<file path="config.mk">
export PLATFORM = sky130hd
export DESIGN_NAME = slv_outstanding_txn_limiter
export DESIGN_NICKNAME = d
export VERILOG_FILES = /design/src/rtl/slv_outstanding_txn_limiter.sv
export SDC_FILE = /design/constraint.sdc
export NUM_CORES = 1
export LEC_CHECK = 0
export CAP_MARGIN = 15
export CELL_PAD_IN_SITES_DETAIL_PLACEMENT = 0
export CELL_PAD_IN_SITES_GLOBAL_PLACEMENT = 1
export CORE_AREA = 2 2 177 179
export DETAILED_ROUTE_END_ITERATION = 6
export DIE_AREA = 0 0 179 181
export GPL_TIMING_DRIVEN = 1
export PLACE_DENSITY_LB_ADDON = 0.1
export SETUP_SLACK_MARGIN = 0.5
export SLEW_MARGIN = 20
export SYNTH_ARGS = -nofsm -noshare
export SYNTH_HDL_FRONTEND = slang
export SYNTH_SLANG_ARGS = --single-unit
</file>
<file path="constraint.sdc">
create_clock -name SLV_CLK -period 3.5 [get_ports SLV_CLK]
set_clock_uncertainty 0.2 [all_clocks]
set_input_delay 0.35 -clock SLV_CLK [delete_from_list [all_inputs] [get_ports SLV_CLK]]
set_output_delay 0.35 -clock SLV_CLK [all_outputs]
set_load 0.01 [all_outputs]
</file>
<file path="src/rtl/slv_outstanding_txn_limiter.sv">
// Outstanding-transaction limiter between the slave-side CDC output and the AXI slave port.
// Optional status outputs are enabled with `define SLV_TXN_LIMIT_STATS_EN.
module slv_outstanding_txn_limiter #(
  parameter int AWCHAN_WIDTH       = 64,
  parameter int ARCHAN_WIDTH       = 64,
  parameter int WCHAN_WIDTH        = 37,
  parameter int RCHAN_WIDTH        = 38,
  parameter int BCHAN_WIDTH        = 3,
  parameter int MAX_WR_OUTSTANDING = 4,
  parameter int MAX_RD_OUTSTANDING = 4
) (
  input  logic                    SLV_CLK,
  input  logic                    sysReset,
  input  logic                    DRAIN_REQ,
  output logic                    DRAIN_ACK,
  input  logic [AWCHAN_WIDTH-1:0] upAWPAYLOAD,
  input  logic                    upAWVALID,
  output logic                    upAWREADY,
  output logic [AWCHAN_WIDTH-1:0] dnAWPAYLOAD,
  output logic                    dnAWVALID,
  input  logic                    dnAWREADY,
  input  logic [WCHAN_WIDTH-1:0]  upWPAYLOAD,
  input  logic                    upWLAST,
  input  logic                    upWVALID,
  output logic                    upWREADY,
  output logic [WCHAN_WIDTH-1:0]  dnWPAYLOAD,
  output logic                    dnWLAST,
  output logic                    dnWVALID,
  input  logic                    dnWREADY,
  input  logic [BCHAN_WIDTH-1:0]  dnBPAYLOAD,
  input  logic                    dnBVALID,
  output logic                    dnBREADY,
  output logic [BCHAN_WIDTH-1:0]  upBPAYLOAD,
  output logic                    upBVALID,
  input  logic                    upBREADY,
  input  logic [ARCHAN_WIDTH-1:0] upARPAYLOAD,
  input  logic                    upARVALID,
  output logic                    upARREADY,
  output logic [ARCHAN_WIDTH-1:0] dnARPAYLOAD,
  output logic                    dnARVALID,
  input  logic                    dnARREADY,
  input  logic [RCHAN_WIDTH-1:0]  dnRPAYLOAD,
  input  logic                    dnRLAST,
  input  logic                    dnRVALID,
  output logic                    dnRREADY,
  output logic [RCHAN_WIDTH-1:0]  upRPAYLOAD,
  output logic                    upRLAST,
  output logic                    upRVALID,
  input  logic                    upRREADY,
  output logic [7:0]              STAT_WRCNT,
  output logic [7:0]              STAT_RDCNT,
  output logic                    STAT_ERR
);

  localparam logic [7:0] WR_LIMIT = 8'(MAX_WR_OUTSTANDING);
  localparam logic [7:0] RD_LIMIT = 8'(MAX_RD_OUTSTANDING);

  typedef enum logic [1:0] {
    ST_RUN      = 2'd0,
    ST_DRAIN    = 2'd1,
    ST_QUIESCED = 2'd2
  } state_t;

  state_t     state_q;
  logic       drain_ack_q;
  logic [7:0] wr_cnt_q, wr_cnt_d;
  logic [7:0] rd_cnt_q, rd_cnt_d;
  logic [7:0] aw_pend_q, aw_pend_d;

  logic aw_ok_s, ar_ok_s, w_ok_s, idle_s;
  logic aw_hs_s, w_last_hs_s, b_hs_s, ar_hs_s, r_last_hs_s;

  // A decrement at zero saturates; a simultaneous increment and decrement cancel.
  function automatic logic [7:0] cnt_next(input logic [7:0] cnt, input logic inc, input logic dec);
    logic [7:0] res;
    case ({inc, dec})
      2'b10:   res = cnt + 8'd1;
      2'b01:   res = (cnt == 8'd0) ? 8'd0 : cnt - 8'd1;
      default: res = cnt;
    endcase
    return res;
  endfunction

  assign aw_ok_s = (wr_cnt_q < WR_LIMIT) && (state_q == ST_RUN);
  assign ar_ok_s = (rd_cnt_q < RD_LIMIT) && (state_q == ST_RUN);
  assign w_ok_s  = (aw_pend_q != 8'd0);
  assign idle_s  = (wr_cnt_q == 8'd0) && (rd_cnt_q == 8'd0) && (aw_pend_q == 8'd0);

  assign dnAWPAYLOAD = upAWPAYLOAD;
  assign dnWPAYLOAD  = upWPAYLOAD;
  assign dnWLAST     = upWLAST;
  assign upBPAYLOAD  = dnBPAYLOAD;
  assign dnARPAYLOAD = upARPAYLOAD;
  assign upRPAYLOAD  = dnRPAYLOAD;
  assign upRLAST     = dnRLAST;

  // Handshake signals are forced low while reset is held.
  assign dnAWVALID = sysReset & upAWVALID & aw_ok_s;
  assign upAWREADY = sysReset & dnAWREADY & aw_ok_s;
  assign dnWVALID  = sysReset & upWVALID & w_ok_s;
  assign upWREADY  = sysReset & dnWREADY & w_ok_s;
  assign upBVALID  = sysReset & dnBVALID;
  assign dnBREADY  = sysReset & upBREADY;
  assign dnARVALID = sysReset & upARVALID & ar_ok_s;
  assign upARREADY = sysReset & dnARREADY & ar_ok_s;
  assign upRVALID  = sysReset & dnRVALID;
  assign dnRREADY  = sysReset & upRREADY;

  assign aw_hs_s     = dnAWVALID & dnAWREADY;
  assign w_last_hs_s = dnWVALID & dnWREADY & upWLAST;
  assign b_hs_s      = upBVALID & upBREADY;
  assign ar_hs_s     = dnARVALID & dnARREADY;
  assign r_last_hs_s = upRVALID & upRREADY & dnRLAST;

  // Next-state values of the three transaction counters.
  always_comb begin
    wr_cnt_d  = cnt_next(wr_cnt_q, aw_hs_s, b_hs_s);
    aw_pend_d = cnt_next(aw_pend_q, aw_hs_s, w_last_hs_s);
    rd_cnt_d  = cnt_next(rd_cnt_q, ar_hs_s, r_last_hs_s);
  end

  // Counter registers.
  always_ff @(posedge SLV_CLK) begin
    if (!sysReset) begin
      wr_cnt_q  <= 8'd0;
      aw_pend_q <= 8'd0;
      rd_cnt_q  <= 8'd0;
    end else begin
      wr_cnt_q  <= wr_cnt_d;
      aw_pend_q <= aw_pend_d;
      rd_cnt_q  <= rd_cnt_d;
    end
  end

  // Drain FSM with registered acknowledge; a dropped request always returns to RUN.
  always_ff @(posedge SLV_CLK) begin
    if (!sysReset) begin
      state_q     <= ST_RUN;
      drain_ack_q <= 1'b0;
    end else begin
      case (state_q)
        ST_RUN: begin
          state_q     <= DRAIN_REQ ? ST_DRAIN : ST_RUN;
          drain_ack_q <= 1'b0;
        end
        ST_DRAIN: begin
          if (!DRAIN_REQ) begin
            state_q     <= ST_RUN;
            drain_ack_q <= 1'b0;
          end else if (idle_s) begin
            state_q     <= ST_QUIESCED;
            drain_ack_q <= 1'b1;
          end else begin
            state_q     <= ST_DRAIN;
            drain_ack_q <= 1'b0;
          end
        end
        ST_QUIESCED: begin
          if (!DRAIN_REQ) begin
            state_q     <= ST_RUN;
            drain_ack_q <= 1'b0;
          end else begin
            state_q     <= ST_QUIESCED;
            drain_ack_q <= 1'b1;
          end
        end
        default: begin
          state_q     <= ST_RUN;
          drain_ack_q <= 1'b0;
        end
      endcase
    end
  end

  assign DRAIN_ACK = drain_ack_q;

`ifdef SLV_TXN_LIMIT_STATS_EN
  logic err_q;
  logic underflow_s;

  function automatic logic is_underflow(input logic [7:0] cnt, input logic inc, input logic dec);
    return dec && !inc && (cnt == 8'd0);
  endfunction

  assign underflow_s = is_underflow(wr_cnt_q, aw_hs_s, b_hs_s)
                     | is_underflow(aw_pend_q, aw_hs_s, w_last_hs_s)
                     | is_underflow(rd_cnt_q, ar_hs_s, r_last_hs_s);

  // Sticky underflow flag, cleared only by reset.
  always_ff @(posedge SLV_CLK) begin
    if (!sysReset) begin
      err_q <= 1'b0;
    end else if (underflow_s) begin
      err_q <= 1'b1;
    end else begin
      err_q <= err_q;
    end
  end

  assign STAT_WRCNT = wr_cnt_q;
  assign STAT_RDCNT = rd_cnt_q;
  assign STAT_ERR   = err_q;
`else
  assign STAT_WRCNT = 8'd0;
  assign STAT_RDCNT = 8'd0;
  assign STAT_ERR   = 1'b0;
`endif

endmodule

</file>
# [Word level (Yosys, flattened, before mapping)]
# Cells that the tools add are included.
[totals] reg_bits=27 in_bits=221 out_inout_bits=236 wordCells=71
[op_classes] addsub=6 n_lt_le_gt_ge=2 n_eq_ne=8 n_mux=15 bitwise_logic=23 n_reduce_logical=12
[op_table] op="$pmux 8 s2" count=3
[op_table] op="$add 8x1->8 const B" count=3
[op_table] op="$logic_not 8->1" count=3
[op_table] op="$mux 8" count=3
[op_table] op="$sub 8x1->8 const B" count=3
[op_table] op="$and 1x1->1" count=23
[op_table] op="$lt 8x3->1 const B" count=2
[op_table] op="$eq 2x1->1 const B" count=4
[op_table] op="$eq 2x2->1 const B" count=4
[op_table] op="$reduce_bool 8->1" count=1
[op_table] op="$mux 2" count=3
[op_table] op="$pmux 2 s3" count=1
[op_table] op="$reduce_bool 2->1" count=3
[op_table] op="$logic_and 1x1->1" count=4
[op_table] op="$mux 1" count=4
[op_table] op="$logic_not 2->1" count=1
[op_table] op="$pmux 1 s2" count=1

# [Logic depth before layout (Yosys ltp)]
# Gate-level depths: netlist of the first run.
[depth] ltp_word=6 ltp_mapped=13 mapped_depth_nobuf=11

# [Worst setup path after synthesis of the first run]
# Ideal clock, no wire load.
[synth_timing] path_kind="reg-to-reg" start="register rd_cnt_q[3]" end="register rd_cnt_q[4]" setup_ns=0.058 t_arrival_ns=2.531 required_time_ns=3.242 path_slack_ns=0.711 path_stages_with_launch=11 path_buffers=2 synth_period_minus_slack_ns=2.789 cell_sequence="dfxtp_1 -> buf_6 -> nor4_4 -> and4_1 -> and2_1 -> nand2_1 -> ha_1 -> clkbuf_1 -> or4b_1 -> o32ai_1 -> o21a_1"
[synth_between] elab_chain_cells=6 word_cells_on_any_way=12 cone_classes="add/sub (2); order compare (1); eq/ne (2); mux (2); bitwise (2); reduce/logical (3)"
[synth_lines] item="from (decl)" line_no="67" source="logic [7:0] rd_cnt_q, rd_cnt_d;"
[synth_lines] item="from (signal assigned)" line_no="131" source="rd_cnt_q <= rd_cnt_d;"
[synth_lines] item="$lt 8x3->1" line_no="85" source="assign ar_ok_s = (rd_cnt_q < RD_LIMIT) && (state_q == ST_RUN);"
[synth_lines] item="$logic_and 1x1->1" line_no="85"
[synth_lines] item="$and 1x1->1" line_no="104" source="assign dnARVALID = sysReset & upARVALID & ar_ok_s;"
[synth_lines] item="$and 1x1->1" line_no="112" source="assign ar_hs_s = dnARVALID & dnARREADY;"
[synth_lines] item="$eq 2x1->1 / $eq 2x2->1 (equally long branches)" line_no="76" source="case ({inc, dec})"
[synth_lines] item="$pmux 8 s2 / $reduce_bool 2->1 (equally long branches)"
# Several ways; a longest one is shown, not always the timed one.
# A chain may end at the register's enable or synchronous reset.

# [Worst setup path in the final report of the first run]
[layout_timing] start="register aw_pend_q[1]" end="output port dnWVALID"
[layout_between] elab_chain_cells=2
[layout_lines] item="from (decl)" line_no="68" source="logic [7:0] aw_pend_q, aw_pend_d;"
[layout_lines] item="from (signal assigned)" line_no="130" source="aw_pend_q <= aw_pend_d;"
[layout_lines] item="$reduce_bool 8->1" line_no="86" source="assign w_ok_s = (aw_pend_q != 8'd0);"
[layout_lines] item="$and 1x1->1" line_no="100" source="assign dnWVALID = sysReset & upWVALID & w_ok_s;"
[layout_lines] item="to (decl)" line_no="28" source="output logic dnWVALID,"
# Every way passes these cells.

==> results.cfg, run 1 <==
[run_status]
status = finished clean

[setup_path]
cp-start-kind = register
worstPathArrival_ns = 2.26
slowest_stage = clkdlybuf4s50_1
cp_max_fo = 7
cpPeakStageDelay_ns = 0.48
criticalPathCategory = register to primary output
path_buf_inv = 3
path_delay_family = buffers and inverters
worstPathRequired_ns = 2.95
path_cells = inv_1 > ha_1 > nor4b_4 > nand2_1 > buf_4 > and3_1 > clkdlybuf4s50_1
end_kind = primary output

[sta]
final-setup-viol-count = 0
post-route-period-util_pct = 80.20
max_slew_margin_pct = 42.77
finalMaxSlewViolations = 0
worst_hold_slack_ns = 0.3488
tightest_slew_ns = 0.8507
rsz0062_at_grt = no
hold_violations = 0
fin_crit_ns = 2.807
tns_ns = 0
max_freq_mhz = 356.2

[clock_network]
ctsHoldBuffers = 0
clk_pin_slew_ns = 0.09
cts_setup_buffers = 0
cts_resized = 1
cts_tree = yes
clockRootBuffer = clkbuf_16
cts_num_sinks = 27
numCtsBuffers = 3
htree_levels = 1
clk_path_buf_depth = 2
clock_latency_ns = 0.28

[yosys]
synth_top_family_by_area = buffers and inverters
avgSynthCellArea_um2 = 7.556
yosys_most_used_dff = dfxtp_1
ys_types = 62
synth_edf_count = 0
yosys-mux-area-fraction_pct = 1.514
synthXorXnorAreaFrac_pct = 0
synth_area_um2 = 4050
synthCells = 536
synthAdderAreaFrac_pct = 4.943
synth_compound_area_share_pct = 16.06
ys_ff_latch = 27
synthArstFlopShare_pct = 0
seq_area_frac_synth_pct = 13.35
yosys_warnings = 0
synthSimpleGateAreaFrac_pct = 17.49

[route]
drt_iter0_markers = 140
ant_nets = 0
num_vias = 2734
avgRoutedWirePerCell_um = 14.49
route.detailed.drc = 0
firstDrtPassIters = 4
totalWireLength_um = 10870
via_per_inst = 3.645

[placement]
port_buffers = 27
place_hpwl_um = 8285
gp_congestion = 0.6843
postPlaceCellArea_um2 = 3204

[power_and_ir_drop]
vdd_ir_drop_max_uv = 180.3
p_leak_nw = 1.116
p_per_area_nw_per_um2 = 265.4
total_power_w = 0.0008739

[global_route]
first_global_vias = 2783
grt.overflow.total = 0
grt_max_degree = 19
antenna_found_initial = 0
grt_pass1_wl_um = 16490
grt.total_usage_pct = 6.572

[floorplan]
fp.dieW_um = 179
core_area_um2 = 30350
core.rowCount = 64
dieArea_um2 = 32400
io_pins = 457
start_util_pct = 13.35
die_h_um = 181

[final_layout]
layout-drive-gt1-share_pct = 9.887
syn_to_final_growth_pct = -18.69
fin_area_um2 = 3293
num_antenna_cells = 0
final_common_cell = clkdlybuf4s50_1
mostFrequentLayoutCells = 27 x clkdlybuf4s50_1, 25 x dfxtp_1, 22 x inv_1, 22 x nand2_1, 20 x nor2_1
nets = 592

[worst_hold_path]
hold_path_class = register to register

[job]
drv_cap = 0
-- power breakdown --
part           total (W)  internal (W)  leakage (nW)  switching, W
clock           0.000303      0.000158        0.0382      0.000145
sequential      0.000334      0.000316         0.219     0.0000178
combinational   0.000237      0.000100         0.859      0.000137
-- through the flow --
stage,worst slack [ns],std cells,utilization [%]
5_1_grt,0.5012,750,10.85
4_1_cts,0.5077,750,10.83
3_3_place_gp,0.3998,746,10.56
2_1_floorplan,0.7109,552,-
6_report,0.6929,750,10.85
3_5_place_dp,0.3346,746,10.56
-- worst reg2reg max path: cells and delay by family, from the launching register on --
family / cells / cell delay, ns
AO/OA/AOI/OAI: 2 / 0.31
adder cells (fa/ha/maj): 2 / 0.60
buffers and inverters: 2 / 0.30
flip-flops: 1 / 0.38
multiplexers: 1 / 0.08
AND/OR/NAND/NOR: 5 / 0.82
-- path summary, 6_finish.rpt --
kind / startpoint / to / slack, ns / depth (start not counted)
max: aw_pend_q[1] / dnWVALID / 0.69 / 7
min reg2reg: wr_cnt_q[6] / wr_cnt_q[6] / 0.35 / 2
min: wr_cnt_q[6] / wr_cnt_q[6] / 0.35 / 2
max reg2reg: aw_pend_q[1] / aw_pend_q[4] / 0.75 / 12
-- Yosys cell counts, types with 3 or more instances --
library cell	number	area (um2)
a2111oi_0	3	26.28
nor3b_1	4	30.03
ha_1	16	200.2
a21o_1	3	22.52
nor3_1	13	65.06
nand2_1	22	82.58
o21ai_0	16	80.08
dfxtp_1	27	540.5
o21ai_1	6	30.03
a21oi_1	18	90.09
inv_1	22	82.58
clkbuf_1	15	56.30
nor4_1	3	18.77
and3_1	7	43.79
mux2i_1	5	50.05
buf_4	227	1704
o21a_1	4	30.03
nand4_1	5	31.28
a31oi_1	13	81.33
nor2_1	21	78.83
a221oi_1	3	26.28
and2_1	10	62.56
a311oi_1	4	35.03
o211ai_1	4	30.03
and4_1	4	35.03
nand3_1	10	50.05
buf_6	3	33.78
-- layer usage --
metal / routed length [um] / part of all wire, % / GRT usage [%]
met2: 5051 / 46 / 10.46
met4: 390 / 3.6 / 3.740
met3: 775 / 7.1 / 1.705
met5: 0 / 0 / 0
met1: 4652 / 43 / 7.946
-- kinds of logic (layout without fill, tap and decap cells) --
kind of cell             Yosys count  count (layout)
AO/OA/AOI/OAI                     97              97
adder cells (fa/ha/maj)           16              16
buffers and inverters            269              71
flip-flops                        27              27
multiplexers                       6               6
other                              1              17
AND/OR/NAND/NOR                  120             120
-- registers in the layout (all words and copies together), names as in the netlist --
name       cells
aw_pend_q      8
state_q        2
DRAIN_ACK      1
wr_cnt_q       8
rd_cnt_q       8
-- area by class of cell --
cell class                      count  area, um2
Fill cell                        3457      27060
Multi-Input combinational cell    256       1692
Sequential cell                    27      543.0
Tap cell                          396      495.5
Timing Repair Buffer               44      397.9
Inverter                           23      86.33
Clock buffer                        4      78.83
(Power assumes the default switching activity.)
==> run 2, diff against run 1 <==
==> constraint.sdc (replaced) <==
create_clock -name SLV_CLK -period 2.3 [get_ports SLV_CLK]
set_clock_uncertainty 0.2 [all_clocks]
set_input_delay 0.23 -clock SLV_CLK [delete_from_list [all_inputs] [get_ports SLV_CLK]]
set_output_delay 0.23 -clock SLV_CLK [all_outputs]
set_load 0.01 [all_outputs]
==> run 2 against run 1 <==
The flow now finishes with violations (setup timing). Global-route usage up 0.67 points. Critical path type is now register to register. Total power increased by 81%. Critical path depth grew 2. Highest routed layer unchanged. Largest power group is now combinational cells. Wire length up 9.2%. Clock power up 48%. Sequential power grew 49%. Sequential cell count stayed put. Via count up 13%.
==> results.cfg, run 2 (synthesis gave the netlist of run 1 again) <==
[route]
via_per_inst = 3.662
totalWireLength_um = 11870
firstDrtPassIters = 5
route.detailed.drc = 0
num_vias = 3080
drt_iter0_markers = 97
avgRoutedWirePerCell_um = 14.12
ant_nets = 0

[sta]
final-setup-viol-count = 10
rsz0062_at_grt = yes
worst_hold_slack_ns = 0.1101
hold_violations = 0
max_slew_margin_pct = 64.04
tightest_slew_ns = 0.5354
fin_ws_ns = -0.1108
max_freq_mhz = 414.8
fin_crit_ns = 2.411
finalMaxSlewViolations = 0
post-route-period-util_pct = 104.8

[floorplan]
die_h_um = 181
fp.dieW_um = 179
core_area_um2 = 30350
dieArea_um2 = 32400
core.rowCount = 64
io_pins = 457
start_util_pct = 13.35

[setup_path]
cp_max_fo = 3
worstPathRequired_ns = 2.28
criticalPathCategory = register to register
worstPathArrival_ns = 2.39
slowest_stage = or4b_4
cpPeakStageDelay_ns = 0.49
cp-start-kind = register
end_kind = register
path_cells = nor4_4 > and4_1 > and2_4 > nand2_4 > ha_4 > or4b_4 > nand2_1 > a21oi_1 > o21a_1

[clock_network]
numCtsBuffers = 3
htree_levels = 1
clock_latency_ns = 0.28
cts_tree = yes
clockRootBuffer = clkbuf_16
clk_pin_slew_ns = 0.08
clk_path_buf_depth = 2
cts_num_sinks = 27

[run_status]
status = finished with violations
violations = setup timing

[placement]
gp_congestion = 0.7182
place_hpwl_um = 8872
dp_cells = 804
port_buffers = 27

[global_route]
first_global_vias = 3198
grt.overflow.total = 0
antenna_found_initial = 0
grt_pass1_wl_um = 18120
grt_max_degree = 15
grt.total_usage_pct = 7.241

[final_layout]
num_antenna_cells = 0
n_fill_cell = 3400
final_common_cell = buf_4
stdcell_count = 841
layout-drive-gt1-share_pct = 45.39
syn_to_final_growth_pct = 12.11
mostFrequentLayoutCells = 74 x buf_4, 35 x buf_6, 20 x dfxtp_1
nets = 683
reg_top3 = aw_pend_q: 8 flops, rd_cnt_q: 8 flops, wr_cnt_q: 8 flops

[power_and_ir_drop]
vdd_ir_drop_max_uv = 227.2
p_leak_nw = 1.722
p_per_area_nw_per_um2 = 349.2

[job]
drv_cap = 0

[worst_hold_path]
hold_path_class = input pin to register
[run 2: cell count changes in the layout (fill, tap and decap cells not counted), moves of 6 or more]
cell,previous run,this run
a21oi_1,18,9
a21oi_2,0,8
buf_4,17,74
buf_6,0,35
clkdlybuf4s50_1,27,16
ha_4,0,6
inv_1,22,15
nor2_1,20,13
[run 2: per-stage QoR]
stage                     util [%]  power (W)  TNS [ns]  setup WS [ns]  instance area, um2
after global routing         14.96   0.001691    -2.964        -0.2354                4541
final                        14.96   0.001586   -0.4159        -0.1108                4541
after CTS                    14.50   0.001607   -0.5231        -0.1451                4400
after global placement       12.43   0.001012    -9.722        -0.6723                3771
after floorplan                  -   0.001159   -0.5723        -0.3365                4284
after detailed placement     12.43   0.001001    -10.78        -0.6594                3771
[run 2: layer usage]
metal / track usage (%) / routed length [um] / share of wire (%)
met1: 9.202 / 5313 / 45
met2: 10.66 / 5203 / 44
met3: 1.915 / 797 / 6.7
met4: 4.748 / 560 / 4.7
met5: 0 / 0 / 0
[run 2: path summary, 6_finish.rpt]
check	end	cells after the start	slack, ns	start
worst max-delay path	rd_cnt_q[4]	9	-0.11	rd_cnt_q[3]
worst min-delay path	state_q[1]	3	0.11	sysReset
worst max register to register	rd_cnt_q[4]	9	-0.11	rd_cnt_q[3]
worst min register to register	wr_cnt_q[7]	2	0.34	wr_cnt_q[7]
[run 2: repair_timing]
item,4_1_cts,5_1_grt
hold buffers,0,0
pin swaps,30,13
gates resized for setup,116,26
buffers inserted,28,5
setup endpoints to repair,37,34
[run 2: where the power goes]
group	internal, W	switching [W]
Clock	0.000240	0.000209
Sequential	0.000481	0.0000156
Combinational	0.000333	0.000307
Total	0.00105	0.000532
[run 2: final cells by class]
type | instances | area [um2] | share of cell area [%]
multi-input combinational | 256 | 2093 | 46.10
timing repair buffer | 135 | 1224 | 26.95
sequential | 27 | 549.3 | 12.10
clock buffer | 4 | 78.83 | 1.736
inverter | 23 | 100.1 | 2.204
tap | 396 | 495.5 | 10.91
[run 2: worst max-delay path, delay by kind of cell, from the launching register on]
kind / cells / cell delay [ns]
compound gates: 2 / 0.21
simple gates: 6 / 1.34
fa+ha+maj: 1 / 0.22
flops: 1 / 0.35
==> run 3, diff against run 2 <==
--- a/config.mk
+++ b/config.mk
@@ -5,7 +5,7 @@
 export SDC_FILE = /design/constraint.sdc
 export NUM_CORES = 1
 export LEC_CHECK = 0
-export CAP_MARGIN = 15
+export CAP_MARGIN = 20
 export CELL_PAD_IN_SITES_DETAIL_PLACEMENT = 0
 export CELL_PAD_IN_SITES_GLOBAL_PLACEMENT = 1
 export CORE_AREA = 2 2 177 179
==> results of run 3 <==
No change in the layout: final DEF, timing and power equal those of run 2.
